<file path="src/rtl/arb_pkg.sv">
// Shared types and helpers for the round-robin arbiter.
// State encoding, default sizing and one-hot encode.
package arb_pkg;

  typedef enum logic {
    IDLE = 1'b0,
    BUSY = 1'b1
  } arb_state_e;

  localparam int unsigned ARB_N_DEF = 4;
  localparam int unsigned ARB_MAX_HOLD_DEF = 8;
  localparam int unsigned ARB_ID_W = $clog2(ARB_N_DEF);
  localparam int unsigned ONEHOT_W = 32;

  function automatic logic [ONEHOT_W-1:0] onehot(
    input int unsigned idx
  );
    logic [ONEHOT_W-1:0] v;
    v = '0;
    v[idx[4:0]] = 1'b1;
    return v;
  endfunction

endpackage

</file>
<file path="src/rtl/rr_pick.sv">
// Rotating-priority encoder: first set req bit
// at or after start, wrapping modulo N.
module rr_pick #(
  parameter int unsigned N = 4,
  parameter int unsigned IDW = 2
) (
  input  logic [N-1:0]   req,
  input  logic [IDW-1:0] start,
  output logic           found,
  output logic [IDW-1:0] idx
);

  always_comb begin
    int j;
    logic [N-1:0] sh;
    found = 1'b0;
    idx = '0;
    j = 0;
    sh = '0;
    for (int k = 0; k < int'(N); k++) begin
      j = int'(start) + k;
      if (j >= int'(N)) j = j - int'(N);
      sh = req >> j;
      if (!found && sh[0]) begin
        found = 1'b1;
        idx = IDW'(j);
      end
    end
  end

endmodule

</file>
<file path="src/rtl/rr_arbiter.sv">
// Round-robin arbiter with registered one-hot grant,
// owner hold until release, and optional hold timeout.
module rr_arbiter
  import arb_pkg::*;
#(
  parameter int unsigned N = ARB_N_DEF,
  parameter int unsigned MAX_HOLD = ARB_MAX_HOLD_DEF,
  localparam int unsigned IDW = $clog2(N)
) (
  input  logic           clk,
  input  logic           rst,
  input  logic [N-1:0]   req,
  input  logic           done,
  output logic           any_req,
  output logic [N-1:0]   grant,
  output logic           grant_valid,
  output logic [IDW-1:0] grant_id,
  output logic           timeout
);

  localparam int unsigned HCW = $clog2(MAX_HOLD) + 1;
  localparam logic [HCW-1:0] HOLD_SAT =
    (MAX_HOLD == 0) ? '1 : HCW'(MAX_HOLD - 1);

  arb_state_e     state_q, state_d;
  logic [N-1:0]   grant_q, grant_d;
  logic           valid_q, valid_d;
  logic [IDW-1:0] id_q, id_d;
  logic [IDW-1:0] ptr_q, ptr_d;
  logic [HCW-1:0] hold_q, hold_d;
  logic           tmo_q, tmo_d;

  logic [IDW-1:0] start;
  logic           found;
  logic [IDW-1:0] win;
  logic           owner_req;
  logic           tmo_hit;
  logic           release_c;

  assign any_req = |req;

  // Search always starts just past the last owner
  assign start = (ptr_q == IDW'(N - 1)) ? '0 : ptr_q + IDW'(1);

  rr_pick #(
    .N   (N),
    .IDW (IDW)
  ) u_pick (
    .req   (req),
    .start (start),
    .found (found),
    .idx   (win)
  );

  assign owner_req = |(req & grant_q);
  assign tmo_hit = (MAX_HOLD != 0) && (hold_q == HOLD_SAT);
  assign release_c = done || !owner_req || tmo_hit;

  always_comb begin
    state_d = state_q;
    grant_d = grant_q;
    valid_d = valid_q;
    id_d = id_q;
    ptr_d = ptr_q;
    hold_d = hold_q;
    tmo_d = 1'b0;
    case (state_q)
      IDLE: begin
        if (found) begin
          grant_d = N'(onehot(32'(win)));
          valid_d = 1'b1;
          id_d = win;
          ptr_d = win;
          hold_d = '0;
          state_d = BUSY;
        end
      end
      BUSY: begin
        if (release_c) begin
          tmo_d = tmo_hit && !done && owner_req;
          hold_d = '0;
          if (found) begin
            grant_d = N'(onehot(32'(win)));
            valid_d = 1'b1;
            id_d = win;
            ptr_d = win;
          end else begin
            grant_d = '0;
            valid_d = 1'b0;
            id_d = '0;
            state_d = IDLE;
          end
        end else if (hold_q != HOLD_SAT) begin
          hold_d = hold_q + HCW'(1);
        end
      end
      default: state_d = IDLE;
    endcase
  end

  always_ff @(posedge clk) begin
    if (rst) begin
      state_q <= IDLE;
      grant_q <= '0;
      valid_q <= 1'b0;
      id_q <= '0;
      ptr_q <= IDW'(N - 1);
      hold_q <= '0;
      tmo_q <= 1'b0;
    end else begin
      state_q <= state_d;
      grant_q <= grant_d;
      valid_q <= valid_d;
      id_q <= id_d;
      ptr_q <= ptr_d;
      hold_q <= hold_d;
      tmo_q <= tmo_d;
    end
  end

  assign grant = grant_q;
  assign grant_valid = valid_q;
  assign grant_id = id_q;
  assign timeout = tmo_q;

endmodule

</file>
<file path="config.mk">
export PLATFORM = sky130hd
export DESIGN_NAME = rr_arbiter
export DESIGN_NICKNAME = d
export VERILOG_FILES = /design/src/rtl/arb_pkg.sv /design/src/rtl/rr_pick.sv /design/src/rtl/rr_arbiter.sv
export SDC_FILE = /design/constraint.sdc
export NUM_CORES = 1
export LEC_CHECK = 0
export BUFFER_PORTS_ARGS = -buffer_cell sky130_fd_sc_hd__buf_2
export CAP_MARGIN = 20
export CORE_MARGIN = 2
export CORE_UTILIZATION = 54
export CTS_CLUSTER_DIAMETER = 150
export DETAILED_ROUTE_END_ITERATION = 7
export PLACE_DENSITY = 0.76
export SLEW_MARGIN = 5
export SYNTH_ARGS = -nofsm -noshare
export SYNTH_HDL_FRONTEND = slang
export SYNTH_SLANG_ARGS = --single-unit
</file>
<file path="constraint.sdc">
create_clock -name clk -period 3.23 [get_ports clk]
set_input_delay 0.323 -clock clk [delete_from_list [all_inputs] [get_ports clk]]
set_output_delay 0.323 -clock clk [all_outputs]
set_load 0.01 [all_outputs]
</file>
# Word level (Yosys, flattened, before mapping)
# Cells that the tools add are included.
# Widths: inputs -> output; s select.
# word_totals
in_bits,7
word_cells,89
ff_bits,15
# classes
add_sub_neg,9
reduce_logical,18
bitwise,3
muxes,36
eq_ne,6
n_shift,4
order_cmp,6
# op_table
op,n
$mux 32,4
$shr 4x32->1,4
$ge 32x4->1 const B,3
$sub 32x4->32 const B,3
$mux 4,6
$mux 2,10
$pmux 4 s2,2
$mux 1,9
$pmux 2 s2,2
$reduce_or 4->1,2
$add 2x2->3 const B,2
$logic_and 1x1->1,6
$lt 2x6->1 const B,1
$logic_not 1->1,5
$add 4x1->4 const B,1
$and 4x4->4,1
$eq 4x3->1 const B,1
$ne 4x3->1 const B,1
$pmux 1 s2,2
$reduce_and 2->1,2
$sub 2x3->4 const B,1
$add 2x1->3 const B,1
$ge 2x3->1 const B,1
$ne 3x1->1 const B,1
other kinds (9),11

# Longest topological paths before layout
# Gate-level depths: netlist of the first run.
# logic_depth
depth_word,22
mapped_depth,11

# Hierarchy
# A second synthesis of the first run with hierarchy kept.
# hier_totals
cells_unflattened,96
area_unflattened_um2,948.4
# modules_own_cells
mod,n_inst,area_each_um2,seq_area_each_um2,cells_each
rr_arbiter,1,640.6,300.3,61
rr_pick,1,307.8,0.0,35

# Worst setup path after synthesis of the first run
# Ideal clock, no wire load.
# synth_path
path_kind,register to register
from,register ptr_q[0]
to,register grant_q[1] (netlist: grant[1])
slack_ps,689
n_path_buf,3
stages_incl_launch_ff,11
arrival_ps,2425
t_required_ps,3113
synth_period_minus_slack_ps,2541
setup_time_ps,117
cell_sequence,dfxtp_1 > buf_6 > buf_2 > inv_1 > ha_1 > buf_4 > mux4_2 > nor2_1 > a21boi_2 > and3_4 > a22o_1
# synth_between
elab_chain_len,22
word_cells_on_any_way,47
# synth_lines
element,line_no,rtl
"start, declared",rr_arbiter.sv:29,"logic [IDW-1:0] ptr_q, ptr_d;"
"start signal, assigned",rr_arbiter.sv:107,ptr_q <= IDW'(N - 1);
"start signal, assigned",rr_arbiter.sv:115,ptr_q <= ptr_d;
$add 2x1->2 / $eq 2x2->1 (equally long branches),rr_arbiter.sv:43,assign start = (ptr_q == IDW'(N - 1)) ? '0 : ptr_q + IDW'(1);
$mux 2 *,rr_arbiter.sv:43,
branches (longest 20 deep; another with $sub 32x4->32),n/a,
"end signal, assigned",rr_arbiter.sv:112,grant_q <= grant_d;
"end, declared",rr_arbiter.sv:26,"logic [N-1:0] grant_q, grant_d;"
# Mark *: on every way between the ends. The select of a mux whose other input is x is not followed.
# A chain may end at the register's enable or synchronous reset.

# Final worst setup path of the first run
# layout_path
from,register ptr_q[1]
to,register grant_q[1] (netlist: grant[1])
# Same word-level chain as after synthesis.

==> summary.md, run 1 <==
| Metric | Value |
|---|---|
| Mapped Cells | approximately 110 |
| Period minus WS final | 2.42 ns |
| Main synth FF type | dfxtp_1 |
| Ys async rst share | 0 |
| Overall die height | 46.8 um |
| Number of global-route vias before repair | 770 |
| CTS tree | done |
| Drt drc | 0 |
| Initial antenna violation count | 0 |
| Grt ovf | 0 |
| CTS Buffer Depth | 2 |
| Critical path, cell by cell | inv_1 > ha_1 > mux4_2 > nor2_1 > a21boi_2 > and3_4 > a22o_1 |
| Worst hold path cell count | 2 |
| Ys Warns | 0 |
| F_max | between 400 and 500 MHz |
| Die Area | between 0.002 and 0.0025 mm^2 |
| Pre-CTS setup slack | 0.826 ns |
| Post-route ant nets | 0 |
| Crit path DAT | 2.60 ns |
| Largest net degree at the start of global routing | 16 |
| Pwr dens | 973 mW/mm^2 |
| Root buffer cell | clkbuf_4 |
| Post-DP HPWL | 1530 um |
| Worst hold slack | 0.325 ns |
| Flop pwr share | 0.242 |
| Hold buffers post-CTS | 0 |
| FILL cells | between 150 and 200 |
| Area leader, netlist | dfxtp_1 |
| Critical Path Fanout Max | 10 |
| Status | completed |
| First drt pass iteration count | 4 |
| Post-cts resize count | 0 |
| Final setup fails | 0 |
| Max Cap Viol | 0 |
| Comb power frac | 0.657 |
| Syn_nets | 119 |
| H-tree depth | 1 |
| Worst vdd ir | a little over 0.7 mV |
| Data required time of the worst path | roughly 3.4 ns |
| Reg2reg start | ptr_q[1] |
| Layout cell share with drive strength beyond 1 | 0.228 |
| Std-Cell Rows | 15 |
| Setup_tns | 0 ns |
| Synth top area share | 0.303 |
| Fin nets | 135 |
| Setup crit start kind | flip-flop |
| Setup ws final | between 0.8 and 0.9 ns |
| Cell Int Power | 0.592 mW |
| Clk pwr share | 0.101 |
| Initial DRC Count | 16 |
| Starting Density | 0.574 |
| Unrepaired setup endpoints after global routing | no |
| Hold crit path type | in2reg |
| Sw Pwr | 0.478 mW |
| Yosys cell types | 46 |
| Ant diodes | 0 |
| Reg2Reg Depth | 7 |
| Sw Ratio | 0.447 |
| Crit Path Class | reg2reg |
| Dpl cell area | 0.00107 mm^2 |
| Die width | approximately 47 um |
| Register area share after synthesis | 0.303 |
| Hold wc startpoint | rst |
| Post-synth EDFFs | 0 |
| R2r setup slk | 0.81 ns |
| Crit path largest cell delay | approximately 0.59 ns |
| CTS sink cnt | 15 |
| Placer Congestion | 0.832 |
| Count of input and output buffers | 15 |
| Pwr Total | about 1.1 mW |
| Fin. Hold Viols | 0 |
| Final max-slew violation count | 0 |
| Leak | 0.470 nW |
| Total CTS buffers | 3 |
| Routed wire length | between 2000 and 2500 um |
| Relative slew slack | 0.696 |
| First-pass GRT wire length | roughly 3400 um |
| Routed wire per std cell | around 14 um |
| Yosys reg bits | 15 |
| Top cells by area, synth | dfxtp_1, ha_1, mux4_2, mux2i_1, inv_1 |
| Clk_lat worst skew | roughly 0.29 ns |
| Via density | 5.97 |
| Fin area | 0.00110 mm^2 |
| Postcts setup bufs | 0 |
| Slowest CP cell | mux4_2 |
| Clock transition at the registers of the reported paths | 0.09 ns |
| CP Capture Type | flip-flop |
| I/O pins | 16 |
| Post-Route Skew | 0.00888 ns |
| DR vias | 883 |
| Synthesized area | 991 um^2 |
| Crit share post-route | 0.749 |
| Core ar. | 0.00173 mm^2 |
| Worst Hold Path EP | hold_q[2] |
| Reg2reg end | grant[1] |
| Syn-to-layout area delta | 11.0% |
| Synthesized area per cell | 9.18 um^2 |
| Tightest Pin Transition | 0.455 ns |
| Gr usage total | 0.216 |
[flip-flops by register name, summed over array words and instances (netlist names)]
| register | flops |
|---|---|
| grant | 4 |
| hold_q | 4 |
| grant_id | 2 |
| ptr_q | 2 |
| grant_valid | 1 |
| state_q | 1 |
| timeout | 1 |
[per-stage QoR]
step / util / std cells
final: 0.637 / 148
after global routing: 0.637 / 148
after CTS: 0.637 / 148
after detailed placement: 0.622 / 144
after global placement: 0.622 / 144
after floorplan: - / 108
[routing by layer]
metal,global-route usage,up-vias,share of wire
li1,-,438,-
met1,0.305,419,0.48
met2,0.326,24,0.46
met3,0.0538,2,0.052
met4,0.0611,0,0.0082
met5,0,-,0
[area by class of cell]
cell class	count	area, um^2	area share
clock buffers	4	26.3	0.0239
inverters	10	37.5	0.0341
multi-input cells	77	614	0.559
flip-flops and latches	15	300	0.273
well taps	25	31.3	0.0284
repair buffers	17	90.1	0.0819
[critical path: cells and delay by family (launching register included)]
family / cells / cell delay, ns
compound gates: 2 / 0.36
flops: 1 / 0.34
fa+ha+maj: 1 / 0.46
simple gates: 2 / 0.49
buf+inv: 1 / 0.07
mux: 1 / 0.59
[placed cells by master, fill, tap and decap left out, drive strengths merged, types with 3 or more instances in the layout]
master | netlist | layout
buf | 6 | 17
dfxtp | 15 | 15
inv | 10 | 10
nor2 | 9 | 9
a22oi | 4 | 4
nand2 | 4 | 4
mux2i | 4 | 4
nand3 | 4 | 4
a22o | 4 | 4
ha | 4 | 4
a21oi | 4 | 4
clkbuf | 0 | 4
o2bb2ai | 3 | 3
nand3b | 3 | 3
[cells in the mapped netlist (2+ instances only)]
cell type,instances
o311ai_0,2
buf_2,4
nor2_1,9
a22oi_1,4
a21oi_1,3
a311oi_1,2
nor3b_1,2
inv_1,10
nand2_1,4
nand3b_1,2
nand3_1,4
a22o_1,4
ha_1,4
mux4_2,2
mux2i_1,4
o2bb2ai_1,3
nand2b_1,2
dfxtp_1,15
[power by group through the flow]
| stage | clock network [mW] | logic [mW] | registers [mW] |
|---|---|---|---|
| after floorplan | 0 | 0.545 | 0.275 |
| after global routing | 0.118 | 0.780 | 0.263 |
| after detailed placement | 0 | 0.697 | 0.263 |
| after CTS | 0.112 | 0.701 | 0.259 |
| after global placement | 0 | 0.690 | 0.262 |
| final | 0.108 | 0.704 | 0.259 |
[worst max-delay path by stage]
stage	start	endpoint
after detailed placement	ptr_q[1]	grant[1]
final	ptr_q[1]	grant[1]
after global routing	ptr_q[0]	grant[0]
after CTS	ptr_q[1]	grant[1]
after global placement	ptr_q[0]	grant[0]
after floorplan	ptr_q[0]	grant[1]
[logic make-up (layout without fill, tap and decap cells)]
logic type               after synthesis  in the layout  synth area share
multiplexers                           7              7            0.0972
adder cells (fa/ha/maj)                4              4            0.0505
AO/OA/AOI/OAI                         37             37             0.308
XOR/XNOR                               1              1           0.00884
flip-flops                            15             15             0.303
buffers and inverters                 16             31            0.0770
AND/OR/NAND/NOR                       28             28             0.155
Note: power is estimated with default switching activity, not from simulation.
==> inputs of run 2 (changes only) <==
==> constraint.sdc (replaced) <==
create_clock -name clk -period 2.38 [get_ports clk]
set_input_delay 0.238 -clock clk [delete_from_list [all_inputs] [get_ports clk]]
set_output_delay 0.238 -clock clk [all_outputs]
set_load 0.01 [all_outputs]
==> summary.md, run 2 (synthesis results as in run 1) <==
| Metric | Value |
|---|---|
| Status | completed |
| Starting Density | 0.574 (unchanged) |
| Relative slew slack | 0.674 (-0.0215) |
| Placer Congestion | 0.820 (-1.5%) |
| Largest net degree at the start of global routing | 14 (-2) |
| Clock transition at the registers of the reported paths | 0.09 ns (about the same) |
| Grt ovf | 0 (unchanged) |
| Total CTS buffers | 3 (unchanged) |
| First-pass GRT wire length | 3280 um (-3.8%) |
| Max Cap Viol | 0 (unchanged) |
| DR vias | 926 (+4.9%) |
| Setup ws final | 0.127 ns (-0.683 ns) |
| Hold crit path type | in2reg |
| Unrepaired setup endpoints after global routing | no |
| Crit share post-route | 0.947 (+0.197) |
| Data required time of the worst path | 2.56 ns (-0.85 ns) |
| Leak | 0.481 nW (+2.3%) |
| I/O pins | 16 (unchanged) |
| CP Capture Type | flip-flop |
| Pwr Total | 1.56 mW (+45%) |
| WL met3 | 168 um (+56%) |
| Pre-CTS setup slack | 0.157 ns (-0.669 ns) |
| Core ar. | 0.00173 mm^2 (unchanged) |
| Initial DRC Count | 24 (+8) |
| Std-Cell Rows | 15 (unchanged) |
| H-tree depth | 1 (unchanged) |
| Via density | 6.13 (+2.8%) |
| Gr usage total | 0.213 (-0.00219) |
| Count of input and output buffers | 15 (unchanged) |
| Post-route ant nets | 0 (unchanged) |
| Most frequent cells in the layout | buf_2, dfxtp_1, inv_1, nor2_1, buf_4 |
| Post-DP HPWL | 1610 um (+5.2%) |
| Fin nets | 138 (+2.2%) |
| First drt pass iteration count | 4 (unchanged) |
| Die width | 46.8 um (unchanged) |
| Tightest Pin Transition | 0.487 ns (+0.0321 ns) |
| Crit Path Class | reg2reg |
| Ant diodes | 0 (unchanged) |
| CTS Buffer Depth | 2 (unchanged) |
| F_max | 444 MHz (+7.4%) |
| Critical Path Fanout Max | 9 (-1) |
| Routed wire length | 2180 um (+5.5%) |
| Hold buffers post-CTS | 0 (unchanged) |
| CTS sink cnt | 15 (unchanged) |
| Fin area | 0.00114 mm^2 (+3.5%) |
| Layout cell share with drive strength beyond 1 | 0.278 (+0.0501) |
| Overall die height | 46.8 um (unchanged) |
| Setup crit start kind | flip-flop |
| Commonest non-fill, non-tap cell in the layout | buf_2 |
| Crit path DAT | 2.44 ns (-0.16 ns) |
| Postcts setup bufs | 0 (unchanged) |
| Initial antenna violation count | 0 (unchanged) |
| Post-cts resize count | 0 (unchanged) |
| Dpl cell area | 0.00111 mm^2 (+3.6%) |
| Clk_lat worst skew | 0.29 ns (about the same) |
| Post-Route Skew | 0.00473 ns (-0.00415 ns) |
| Pwr dens | 1370 mW/mm^2 (+40%) |
| CTS tree | done |
| Root buffer cell | clkbuf_4 |
| Drt drc | 0 (unchanged) |
| Max Used Layer | met4 |
| Worst vdd ir | 0.937 mV (+30%) |
| Die Area | 0.00219 mm^2 (unchanged) |
| Met2 routed WL | 1040 um (+8.8%) |
| Period minus WS final | 2.25 ns (-0.167 ns) |
| Syn-to-layout area delta | 14.9% |
| Number of global-route vias before repair | 749 (-2.7%) |
| Final max-slew violation count | 0 (unchanged) |
| Fin. Hold Viols | 0 (unchanged) |
| Final setup fails | 0 (unchanged) |
| Worst hold slack | 0.248 ns (-0.0772 ns) |
| Metal-1 WL | 947 um (-3.8%) |
| Setup_tns | 0 ns (unchanged) |
| Routed wire per std cell | 14.4 um (+3.4%) |
[run 2: cell count changes in the layout (fill, tap and decap cells not counted)]
cell	change
buf_4	+3
dfxtp_1	-1
dfxtp_2	+1
ha_1	-1
ha_4	+1
inv_1	-1
inv_2	+1
nor2_1	-1
nor2_2	+1
[run 2: cell type report]
| type | instances | area, um^2 |
|---|---|---|
| Clock buffer | 4 | 26.3 |
| Fill cell | 155 | 588 |
| Multi-Input combinational cell | 77 | 629 |
| Tap cell | 25 | 31.3 |
| Timing Repair Buffer | 20 | 113 |
| Sequential cell | 15 | 302 |
| Inverter | 10 | 37.5 |
[run 2: final timing paths]
path                     from          end  slack [ns]  cells after the start
setup / recovery     ptr_q[1]     grant[1]        0.13                      7
hold reg to reg   grant_id[0]  grant_id[0]        0.45                      1
hold / removal            rst      state_q        0.25                      2
setup reg to reg     ptr_q[1]     grant[1]        0.13                      7
[run 2: where the power goes]
group / leakage [nW] / switching [mW] / total (mW) / internal (mW)
clock: 0.0150 / 0.0799 / 0.145 / 0.0652
combinational: 0.343 / 0.567 / 1.05 / 0.486
sequential: 0.123 / 0.0393 / 0.358 / 0.318
total: 0.481 / 0.686 / 1.56 / 0.869
[run 2: per-stage QoR]
step | util | instances
2_1_floorplan | - | 108
3_3_place_gp | 0.644 | 147
3_5_place_dp | 0.644 | 147
4_1_cts | 0.659 | 151
5_1_grt | 0.659 | 151
6_report | 0.659 | 151
[run 2: layer usage]
layer	GRT usage	up-vias
li1	-	444
met1	0.273	436
met2	0.340	42
met3	0.0731	4
met4	0.0667	0
met5	0	-
[run 2: worst max-delay path, cell delays in order, from the launching register on]
cell	delay, ns
dfxtp_1	0.33
inv_1	0.09
ha_4	0.33
mux4_2	0.57
o21bai_1	0.19
a22o_1	0.26
and3_4	0.20
a22o_1	0.18
==> inputs of run 3 (changes only) <==
--- a/config.mk
+++ b/config.mk
@@ -11,7 +11,9 @@
 export CORE_UTILIZATION = 54
 export CTS_CLUSTER_DIAMETER = 150
 export DETAILED_ROUTE_END_ITERATION = 7
-export PLACE_DENSITY = 0.76
+export PLACE_DENSITY_LB_ADDON = 0.1
+export REMOVE_ABC_BUFFERS = 1
+export SKIP_CTS_REPAIR_TIMING = 1
 export SLEW_MARGIN = 5
 export SYNTH_ARGS = -nofsm -noshare
 export SYNTH_HDL_FRONTEND = slang
==> summary.md, run 3 (synthesis results as in run 1) <==
| Metric | Value |
|---|---|
| Gr usage total | 0.212 (-0.00141) |
| Relative slew slack | 0.792 (+0.118) |
| Number of global-route vias before repair | 797 (+6.4%) |
| Setup crit start kind | flip-flop |
| Die width | 46.8 um (unchanged) |
| First drt pass iteration count | 4 (unchanged) |
| Initial antenna violation count | 0 (unchanged) |
| Dpl cell area | 0.00113 mm^2 (+1.2%) |
| Ant diodes | 0 (unchanged) |
| Final max-slew violation count | 0 (unchanged) |
| Slowest CP cell | mux4_2 |
| Fin area | 0.00117 mm^2 (+3.1%) |
| Layout cell share with drive strength beyond 1 | 0.308 (+0.0299) |
| Period minus WS final | 2.23 ns (-0.0238 ns) |
| Setup_tns | 0 ns (unchanged) |
| CP Capture Type | flip-flop |
| Hold crit path type | in2reg |
| Core ar. | 0.00173 mm^2 (unchanged) |
| Data required time of the worst path | 2.56 ns (about the same) |
| Fin nets | 142 (+2.9%) |
| Routed wire per std cell | 13.2 um (-8.5%) |
| Most frequent cells in the layout | dfxtp_1, buf_2, inv_1, buf_4, nor2_1 |
| Final setup fails | 0 (unchanged) |
| Post-DP HPWL | 1560 um (-2.8%) |
| Critical Path Fanout Max | 15 (+6) |
| First-pass GRT wire length | 3370 um (+2.7%) |
| Post-Route Skew | 0.00873 ns (+0.00400 ns) |
| Max Cap Viol | 0 (unchanged) |
| Drt drc | 0 (unchanged) |
| Leak | 0.505 nW (+5.0%) |
| Placed Cells | 151 (+2.7%) |
| Finished Layout Cells | 155 (+2.6%) |
| R2r setup slk | 0.15 ns (+0.02 ns) |
| CTS sink cnt | 15 (unchanged) |
| CTS tree | done |
| Via density | 5.86 (-4.5%) |
| Crit path buf inv count | 1 (unchanged) |
| Initial DRC Count | 29 (+21%) |
| H-tree depth | 1 (unchanged) |
| Clk_lat worst skew | 0.29 ns (about the same) |
| Crit path top cell by count | a22o_1 |
| Fin. Hold Viols | 0 (unchanged) |
| Largest net degree at the start of global routing | 16 (+2) |
| CTS Buffer Depth | 2 (unchanged) |
| Crit path DAT | 2.41 ns (-0.03 ns) |
| Starting Density | 0.574 (unchanged) |
| Placer Congestion | 0.896 (+9.2%) |
| Syn-to-layout area delta | 18.4% |
| Total CTS buffers | 3 (unchanged) |
| Root buffer cell | clkbuf_4 |
| Die Area | 0.00219 mm^2 (unchanged) |
| Routed wire length | 2040 um (-6.1%) |
| F_max | 449 MHz (+1.1%) |
| Crit path largest cell delay | 0.39 ns (-0.18 ns) |
| I/O pins | 16 (unchanged) |
| Unrepaired setup endpoints after global routing | no |
| Status | completed |
| Clock transition at the registers of the reported paths | 0.10 ns (about the same) |
| Crit Path Class | reg2reg |
| DR vias | 908 (-1.9%) |
| Worst vdd ir | 0.824 mV (-12%) |
| Post-route ant nets | 0 (unchanged) |
| Pwr dens | 1360 mW/mm^2 (-0.14%) |
| Count of input and output buffers | 15 (unchanged) |
| Critical path, cell by cell | buf_4 > ha_2 > nor2_2 > mux4_2 > a31o_1 > a22o_1 > and3_4 > a22o_1 |
| Overall die height | 46.8 um (unchanged) |
| Std-Cell Rows | 15 (unchanged) |
| Crit share post-route | 0.937 (-0.0100) |
| Top delay family on crit path | compound AO/OA/AOI/OAI gates |
| Grt ovf | 0 (unchanged) |
| Tightest Pin Transition | 0.308 ns (-0.179 ns) |
## run 3: changes by cell type in the layout (fill, tap and decap cells not counted), sizes merged
cell    before  now
clkinv       0    1
buf         20   24
clkbuf       4    3
## run 3: where the power goes
part	internal [mW]	switching [mW]	total [mW]
clock	0.0624	0.0833	0.146
sequential	0.316	0.0350	0.351
combinational	0.535	0.568	1.10
total	0.914	0.687	1.60
## run 3: worst reg2reg max path: stages, from the launching register on
cell and delay (ns):
dfxtp_1 0.31, buf_4 0.19, ha_2 0.24, nor2_2 0.12
mux4_2 0.39, a31o_1 0.21, a22o_1 0.30, and3_4 0.20
a22o_1 0.18
## run 3: final cells by class
type	count	area (um^2)
clock buffer	3	22.5
multi-input combinational	77	634
sequential	15	300
fill	152	553
tap	25	31.3
timing repair buffer	24	143
inverter	10	37.5
clock inverter	1	5.00
## run 3: through the flow
step	hold slack [ns]	worst slack [ns]	utilization	power, mW
2_1_floorplan	0.307	-0.227	-	1.07
3_3_place_gp	0.432	0.0757	0.652	1.39
3_5_place_dp	0.441	0.0277	0.652	1.41
4_1_cts	0.227	0.00481	0.668	1.55
5_1_grt	0.250	0.0151	0.680	1.73
6_report	0.230	0.151	0.680	1.60
## run 3: worst paths after layout
check                                  from     endpoint  cells after the start
worst max register to register     ptr_q[0]     grant[1]                      8
worst min register to register  grant_id[0]  grant_id[0]                      1
worst max-delay path               ptr_q[0]     grant[1]                      8
worst min-delay path                    rst    hold_q[3]                      2
## run 3: layer usage
layer  track usage  vias up  part of all wire
li1              -      456                 -
met1         0.309      421              0.51
met2         0.315       29              0.44
met3        0.0462        2             0.049
met4        0.0611        0            0.0059
met5             0        -                 0
